### src/rtl/fc_neuron_mac_layer.sv
// Fully connected neuron layer: OUT_SZ neurons each accumulate IN_SZ signed
// fixed-point products from a streamed input vector, then add a bias,
// rescale by FRAC bits and saturate to SIZE bits.
// Weights and biases live in one small register file written through the
// load_* port. weight(n,i) is at slot n*IN_SZ+i and bias(n) is at slot
// OUT_SZ*IN_SZ+n.
module fc_neuron_mac_layer #(
  parameter int SIZE   = 16,
  parameter int FRAC   = 8,
  parameter int IN_SZ  = 4,
  parameter int OUT_SZ = 2
) (
  input  logic                     clk,
  input  logic                     rst_n,
  input  logic [SIZE-1:0]          load_value,
  input  logic [SIZE-1:0]          load_address,
  input  logic                     load_enable,
  input  logic                     start,
  input  logic                     in_valid,
  input  logic [SIZE-1:0]          in_data,
  output logic                     in_ready,
  output logic                     busy,
  output logic                     out_valid,
  input  logic                     out_ack,
  output logic [OUT_SZ*SIZE-1:0]   values
);

  // Accumulator is wide enough for IN_SZ worst-case products, so it can never wrap.
  localparam int ACC_W     = 2*SIZE + $clog2(IN_SZ);
  localparam int NUM_W     = OUT_SZ*IN_SZ;
  localparam int NUM_SLOTS = NUM_W + OUT_SZ;
  localparam int CNT_W     = (IN_SZ > 1) ? $clog2(IN_SZ) : 1;
  // The bias-added sum needs room for both the accumulator and bias<<FRAC, plus a carry.
  localparam int SUM_W     = ((ACC_W > SIZE+FRAC) ? ACC_W : SIZE+FRAC) + 1;

  localparam logic signed [SUM_W-1:0] SAT_MAX = {{(SUM_W-SIZE+1){1'b0}}, {(SIZE-1){1'b1}}};
  localparam logic signed [SUM_W-1:0] SAT_MIN = {{(SUM_W-SIZE+1){1'b1}}, {(SIZE-1){1'b0}}};

  typedef enum logic [1:0] {
    ST_IDLE  = 2'd0,
    ST_ACCUM = 2'd1,
    ST_FINAL = 2'd2,
    ST_DONE  = 2'd3
  } state_t;

  state_t                  state_q, state_d;
  logic [CNT_W-1:0]        cnt_q, cnt_d;
  logic signed [SIZE-1:0]  store_q [NUM_SLOTS];
  logic signed [SIZE-1:0]  store_d [NUM_SLOTS];

  logic accept;     // a sample is consumed this cycle
  logic acc_clear;  // a new evaluation begins this cycle
  logic wr_en;      // weight/bias write allowed this cycle

  // Next-state logic, handshake outputs and control strobes.
  always_comb begin
    state_d   = state_q;
    cnt_d     = cnt_q;
    in_ready  = 1'b0;
    busy      = 1'b0;
    out_valid = 1'b0;
    accept    = 1'b0;
    acc_clear = 1'b0;
    wr_en     = 1'b0;
    case (state_q)
      ST_IDLE: begin
        wr_en = load_enable;
        if (start) begin
          acc_clear = 1'b1;
          cnt_d     = '0;
          state_d   = ST_ACCUM;
        end
      end
      ST_ACCUM: begin
        in_ready = 1'b1;
        busy     = 1'b1;
        if (in_valid) begin
          accept = 1'b1;
          if (cnt_q == CNT_W'(IN_SZ-1)) begin
            cnt_d   = '0;
            state_d = ST_FINAL;
          end else begin
            cnt_d = cnt_q + 1'b1;
          end
        end
      end
      ST_FINAL: begin
        busy    = 1'b1;
        state_d = ST_DONE;
      end
      ST_DONE: begin
        out_valid = 1'b1;
        wr_en     = load_enable;
        // start only counts when the result is acknowledged in the same cycle.
        if (out_ack) begin
          if (start) begin
            acc_clear = 1'b1;
            cnt_d     = '0;
            state_d   = ST_ACCUM;
          end else begin
            state_d = ST_IDLE;
          end
        end
      end
      default: state_d = ST_IDLE;
    endcase
  end

  // State and sample-counter registers.
  always_ff @(posedge clk or negedge rst_n) begin
    if (!rst_n) begin
      state_q <= ST_IDLE;
      cnt_q   <= '0;
    end else begin
      state_q <= state_d;
      cnt_q   <= cnt_d;
    end
  end

  // Weight/bias write decode; addresses past the last bias match no slot.
  always_comb begin
    store_d = store_q;
    for (int s = 0; s < NUM_SLOTS; s++) begin
      if (wr_en && (load_address == SIZE'(s))) begin
        store_d[s] = load_value;
      end
    end
  end

  // Weight/bias register file; cleared by reset so a fresh layer computes zeros.
  always_ff @(posedge clk or negedge rst_n) begin
    if (!rst_n) begin
      for (int s = 0; s < NUM_SLOTS; s++) begin
        store_q[s] <= '0;
      end
    end else begin
      store_q <= store_d;
    end
  end

  // One MAC lane per neuron, all fed by the same input sample.
  generate
    for (genvar gi = 0; gi < OUT_SZ; gi++) begin : g_neuron
      logic signed [SIZE-1:0]   w_sel;
      logic signed [SIZE-1:0]   bias;
      logic signed [2*SIZE-1:0] prod;
      logic signed [ACC_W-1:0]  acc_q, acc_d;
      logic signed [SUM_W-1:0]  sum;
      logic signed [SUM_W-1:0]  shifted;
      logic [SIZE-1:0]          val_q, val_d;

      // Select this neuron's weight for the current sample and form the product.
      always_comb begin
        w_sel = '0;
        for (int i = 0; i < IN_SZ; i++) begin
          if (cnt_q == CNT_W'(i)) begin
            w_sel = store_q[gi*IN_SZ + i];
          end
        end
        prod = w_sel * $signed(in_data);
      end

      // Accumulate on every accepted sample; restart from zero on a new evaluation.
      always_comb begin
        acc_d = acc_q;
        if (acc_clear) begin
          acc_d = '0;
        end else if (accept) begin
          acc_d = acc_q + ACC_W'(prod);
        end
      end

      // Bias add, arithmetic rescale (floor) and clamp to the SIZE-bit signed range.
      always_comb begin
        bias    = store_q[NUM_W + gi];
        sum     = SUM_W'(acc_q) + (SUM_W'(bias) <<< FRAC);
        shifted = sum >>> FRAC;
        val_d   = val_q;
        if (state_q == ST_FINAL) begin
          if (shifted > SAT_MAX) begin
            val_d = SAT_MAX[SIZE-1:0];
          end else if (shifted < SAT_MIN) begin
            val_d = SAT_MIN[SIZE-1:0];
          end else begin
            val_d = shifted[SIZE-1:0];
          end
        end
      end

      // Accumulator and result registers; the result holds until the next FINAL.
      always_ff @(posedge clk or negedge rst_n) begin
        if (!rst_n) begin
          acc_q <= '0;
          val_q <= '0;
        end else begin
          acc_q <= acc_d;
          val_q <= val_d;
        end
      end

      assign values[gi*SIZE +: SIZE] = val_q;
    end
  endgenerate

endmodule

### config.mk
export PLATFORM = sky130hd
export DESIGN_NAME = fc_neuron_mac_layer
export DESIGN_NICKNAME = d
export VERILOG_FILES = /design/src/rtl/fc_neuron_mac_layer.sv
export SDC_FILE = /design/constraint.sdc
export NUM_CORES = 2
export LEC_CHECK = 0
export CORE_ASPECT_RATIO = 0.75
export CORE_UTILIZATION = 55
export DETAILED_ROUTE_END_ITERATION = 6
export PLACE_DENSITY = 0.79
export SYNTH_ARGS = -nofsm -noshare
export SYNTH_HDL_FRONTEND = slang
export SYNTH_SLANG_ARGS = --single-unit
### constraint.sdc
create_clock -name clk -period 11.9 [get_ports clk]
set_input_delay 2.38 -clock clk [delete_from_list [all_inputs] [get_ports clk]]
set_output_delay 2.38 -clock clk [all_outputs]
set_load 0.01 [all_outputs]
# ---- Yosys cells after proc, flatten, opt, wreduce, memory -nomap -nowiden
# Cells that the tools add are included.
dict set report totals {
  romBits 0
  register_bits 264
  n_memories 0
  latch_bits 0
  mem_bits_rw 0
  out_inout_bits 35
  in_bits 54
  word_cells 101
}
dict set report op_classes {
  mul 2
  bitwise_logic 0
  n_shift 0
  n_eq_ne 19
  n_addsub 5
  div_mod_pow 0
  n_reduce_logical 19
  mux 36
  order_cmp 4
}
# op count
set ops {}
lappend ops {{16-bit 2-to-1 mux} 12}
lappend ops {{34-bit 2-to-1 mux} 4}
lappend ops {{34-bit by 24-bit adder with 35-bit output} 2}
lappend ops {{34-bit by 32-bit adder with 34-bit output} 2}
lappend ops {{16-bit by 3-bit == test with 1-bit output, second input constant} 4}
lappend ops {{16-bit by 16-bit multiplier with 32-bit output} 2}
lappend ops {{27-bit by 16-bit greater-than comparator with 1-bit output, second input constant} 2}
lappend ops {{27-bit by 16-bit < comparator with 1-bit output, second input constant} 2}
lappend ops {{16-bit by 2-bit == test with 1-bit output, second input constant} 2}
lappend ops {{16-bit by 4-bit == test with 1-bit output, second input constant} 2}
lappend ops {{16-bit by 1-bit == test with 1-bit output, second input constant} 1}
lappend ops {{16-bit zero test} 1}
lappend ops {{2-bit 2-to-1 mux} 8}
lappend ops {{1-bit logical AND} 10}
lappend ops {{1-bit 2-to-1 mux} 9}
lappend ops {{2-bit == test, second input constant} 4}
lappend ops {{2-bit inequality test, second input constant} 4}
lappend ops {{2-bit case mux with 4 select lines} 1}
lappend ops {{2-bit case mux with 3 select lines} 1}
lappend ops {{2-bit by 1-bit == test with 1-bit output, second input constant} 2}
lappend ops {{2-bit zero test} 2}
lappend ops {{4-bit AND reduction} 1}
lappend ops {{2-bit OR reduction} 2}
lappend ops {{3-bit AND reduction} 1}
lappend ops {{4 further kinds} 4}

# ---- Logic depth before layout (Yosys ltp)
dict set report depth {
  word_depth 9
  depth_mapped 35
  depth_no_buf 33
}

# ---- Worst setup path before layout
# No wires, ideal clock.
dict set report synth_timing {
  path_type {input -> register}
  start {input port in_data[1]}
  end {register g_neuron[1].acc_q[33]}
  path_stages 22
  setup_ns 0.137
  required_ns 11.763
  path_buffers 1
  arrival_time_ns 8.214
  path_slack_ns 3.549
  path_cell_list {clkbuf_1 -> nand2_1 -> fa_1 -> fa_1 -> fa_1 -> inv_1 -> fa_1 -> fa_1 -> inv_1 -> fa_1 -> inv_1 -> ha_1 -> a21o_1 -> a21o_1 -> a21o_1 -> a21o_1 -> o21bai_1 -> a311o_1 -> a221o_1 -> a311oi_1 -> xnor2_1 -> a21oi_1}
}
dict set report synth_via {
  elab_chain_cells 4
}
# element line
set synth_lines {}
lappend synth_lines {{from (decl)} 20} ;# input logic [SIZE-1:0] in_data,
lappend synth_lines {{16-bit by 16-bit multiplier with 32-bit output} 160} ;# prod = w_sel * $signed(in_data);
lappend synth_lines {{34-bit by 32-bit adder with 34-bit output} 169} ;# acc_d = acc_q + ACC_W'(prod);
lappend synth_lines {{34-bit 2-to-1 mux} 168} ;# end else if (accept) begin
lappend synth_lines {{34-bit 2-to-1 mux} 166} ;# if (acc_clear) begin
lappend synth_lines {{to (signal assigned)} 193} ;# acc_q <= '0;
lappend synth_lines {{to (signal assigned)} 196} ;# acc_q <= acc_d;
lappend synth_lines {{to (decl)} 147} ;# logic signed [ACC_W-1:0] acc_q, acc_d;
# No other way between the ends. The select of a mux whose other input is x is not followed.
# A chain may end at the register's enable or synchronous reset.

# ---- Worst setup path in the final report
dict set report layout_timing {
  start {input port in_data[3]}
  end {register g_neuron[1].acc_q[33]}
}
# Same word-level chain as after synthesis.

==> impl_results.md <==
* Status: completed
* Remaining global-route overflow at 0
* Reg power frac at 0.283
* HP Start: store_q[37]
* First-pass GRT wire length at around 150 mm
* Path depth of the worst reg2reg path at 28
* Final TNS setup at 0 ns
* Hpwl dp at 73.8 mm
* Final Hold Violating Endpoints at 0
* Final Non-Filler Cells at 4815
* Hold Path Sink: store_q[37]
* Worst Tran Pin Value at about 1.2 ns
* Area contributors post-synth: fa_1 (33%), dfrtp_1 (18%), ha_1 (9.0%)
* Post_cts resized at 0
* Worst R2R End: g_neuron[0].acc_q[33]
* Placed Cells incl. Taps at ~4800
* Internal at 0.00226 W
* Post-CTS setup buffers at 0
* Layout cells sized above 1 at 0.0769
* Placer Congestion at 0.934
* H-tree depth at 1
* Cell mode on critical path: fa_1
* Worst skew pair latency at 0.61 ns
* Crit Reg-Reg Startpoint: cnt_q[1]
* Via count at 27490
* Worst EP arrival at 9.77 ns
* Post-Syn Area per Cell at 9.36 um^2
* Rows at 81
* Initial antenna violation count at 5
* Most instantiated cells after synthesis: inv_1 (720), fa_1 (612), nand2_1 (464)
* Post-synth EDFFs at 0
* Max incr delay on CP at roughly 1.1 ns
* Synth Cell Area at 36800 um^2
* Unrepaired setup endpoints after global routing: false
* CTS Buf Count at 27
* Fin util at 0.600
* Cts hold-fix bufs at 0
* Nets at 4850
* Pre-antenna DRT Iters at 6
* Largest net degree at the start of global routing at approximately 120
* Sequential share of the synthesized area at 0.180
* Final WL at 95.3 mm
* Die H at 226 um
* Comb pwr share at 0.492
* CP Max Fanout at 19
* Die Wd at 301 um
* Number of max-cap violations at 0
* CP startpoint kind: input pin
* Vias in the first global route at 28532
* Worst-path cell chain: clkdlybuf4s50_1 -> buf_4 -> nand2_1 -> fa_1 -> fa_1 -> fa_1 -> inv_1 -> fa_1 -> fa_1 -> inv_1 -> fa_1 -> inv_1 -> ha_1 -> a21o_1 -> a21o_1 -> a21o_1 -> a21o_1 -> o21bai_1 -> a311o_1 -> a221o_1 -> a311oi_1 -> xnor2_1 -> a21oi_1
* Maximum clock frequency at 107 MHz
* Root buffer cell: clkbuf_16
* Asr flop ratio synth at 1.00
* Number of I/O pins at 89
* CTS tree: done
* Clk_skew at 0.0369 ns
* Pins Over Slew Limit at 0
* Fillers at around 5400
* Switching power at 0.00174 W
* Yosys top cell area share at 0.333
* # DRC at 0
* Buffers on Ports at 88
* Hold Crit Class: flop to flop
* Finish-stage setup viols at 0
* Most common cell in the synthesized netlist: inv_1
* Nature of the critical path endpoint: flop
* Crit Path Class: input pin to flop
* Slowest CP cell: clkdlybuf4s50_1
* PwrDens at 101 nW/um^2
* Die Footprint at 67900 um^2
* Clock slew at reported path FFs at roughly 0.070 ns
* Relative slew margins at 0.214
* Syn Nets at 4861
* Core footprint at between 60000 and 70000 um^2
* GR Util All Layers at 0.293
* Total power at 0.00400 W
* Clock sink count at 264
* Clock Tree Buf Depth at 3
* R2R setup slack at about 3.3 ns
* Area growth syn-to-layout at 7.17%
* Distinct cells, synth at 75
* Clock power frac at 0.225
* Switching share of power at 0.436
* Top cell type by total area after synthesis: fa_1
* Hold Crit Depth at 1
* DRT iter0 DRCs at 2390
* Worst vdd ir at 135 uV
* Lkg Pwr at 20.4 nW
* Synthesis-stage register bit count at between 200 and 300
* Via density at 5.71
* Predominant post-synthesis flop cell: dfrtp_1
* DR WL/cell at roughly 20 um
* Starting density of the core at 0.560
* Post-Syn Instances at 3929
* Min cycle time layout at 9.33 ns
* Antenna-violating nets left at 0
* WP data required at roughly 12 ns
* YS warnings at 0
* Crit share post-route at 0.784
[flip-flops by register name, summed over array words and instances, names as in the netlist]
signal          cells
g_neuron.acc_q     68
g_neuron.bias      32
state_q             2
store_q           128
cnt_q               2
g_neuron.val_q     32
[critical path: cells and delay by family]
kind / cells / cell delay [ns]
compound gates: 9 / 2.26
buf+inv: 5 / 1.59
fa+ha+maj: 7 / 3.27
xor+xnor: 1 / 0.16
simple gates: 1 / 0.09
[layout by cell type (no fill, tap or decap), drive strengths merged, types with 7 or more instances in the layout]
| cell | n |
|---|---|
| nand2b | 26 |
| nor4 | 12 |
| and2 | 217 |
| inv | 724 |
| and3 | 21 |
| clkbuf | 37 |
| o21a | 15 |
| fa | 612 |
| nand3b | 7 |
| nor2b | 41 |
| dfrtp | 264 |
| clkdlybuf4s50 | 87 |
| a31oi | 13 |
| a21o | 37 |
| nand2 | 464 |
| xor2 | 23 |
| nor2 | 192 |
| nand4 | 18 |
| buf | 53 |
| o21ai | 117 |
| o211ai | 9 |
| o21bai | 11 |
| or3 | 11 |
| nor3b | 11 |
| ha | 266 |
| nor3 | 30 |
| or2 | 8 |
| nand3 | 36 |
| mux2 | 159 |
| a21oi | 222 |
| a211oi | 15 |
| a22oi | 7 |
| xnor2 | 76 |
[per-layer routing]
metal	global-route usage	part of all wire
met5	0	0.00073
met2	0.442	0.44
met1	0.415	0.43
met3	0.0837	0.11
met4	0.0738	0.027
[cells by family after synthesis]
group,count (synthesis),synth area share
compound gates,515,0.0870
xor+xnor,99,0.0236
fa+ha+maj,878,0.423
buf+inv,900,0.0925
flops,264,0.180
mux,165,0.0503
simple gates,1108,0.144
[power by group through the flow]
| stage | clock [W] | combinational (W) | sequential, W |
|---|---|---|---|
| floorplan | 0 | 0.00136 | 0.00111 |
| global placement | 0 | 0.00189 | 0.00114 |
| detailed placement | 0 | 0.00193 | 0.00114 |
| CTS | 0.000913 | 0.00195 | 0.00113 |
| global route | 0.000950 | 0.00219 | 0.00114 |
| finish | 0.000899 | 0.00197 | 0.00113 |
[per-stage QoR]
stage          hold WS, ns  setup WS (ns)  cell area (um^2)
2_1_floorplan        0.480           3.55             36800
3_3_place_gp         0.486           2.14             38500
3_5_place_dp         0.493           1.99             38500
4_1_cts              0.508           2.62             39400
5_1_grt              0.516           2.20             39400
6_report             0.507           2.57             39400
[worst max-delay path by stage]
| stage | startpoint | depth (start not counted) | endpoint | slack, ns |
|---|---|---|---|---|
| after global routing | in_data[6] | 24 | g_neuron[0].acc_q[33] | 2.20 |
| after CTS | in_data[3] | 23 | g_neuron[1].acc_q[33] | 2.62 |
| after global placement | in_data[7] | 24 | g_neuron[1].acc_q[33] | 2.14 |
| final | in_data[3] | 23 | g_neuron[1].acc_q[33] | 2.57 |
| after floorplan | in_data[1] | 22 | g_neuron[1].acc_q[33] | 3.55 |
| after detailed placement | in_data[3] | 23 | g_neuron[1].acc_q[33] | 1.99 |
[cell type report]
| cell class | count | area [um^2] | share of cell area |
|---|---|---|---|
| diodes | 6 | 15.0 | 0.000381 |
| clock buffers | 37 | 743 | 0.0189 |
| clock inverters | 12 | 149 | 0.00378 |
| inverters | 720 | 2700 | 0.0685 |
| multi-input cells | 2765 | 26800 | 0.681 |
| flip-flops and latches | 264 | 6610 | 0.168 |
| well taps | 871 | 1090 | 0.0276 |
| repair buffers | 140 | 1280 | 0.0324 |
No activity file was read; power rests on OpenSTA's default activity.
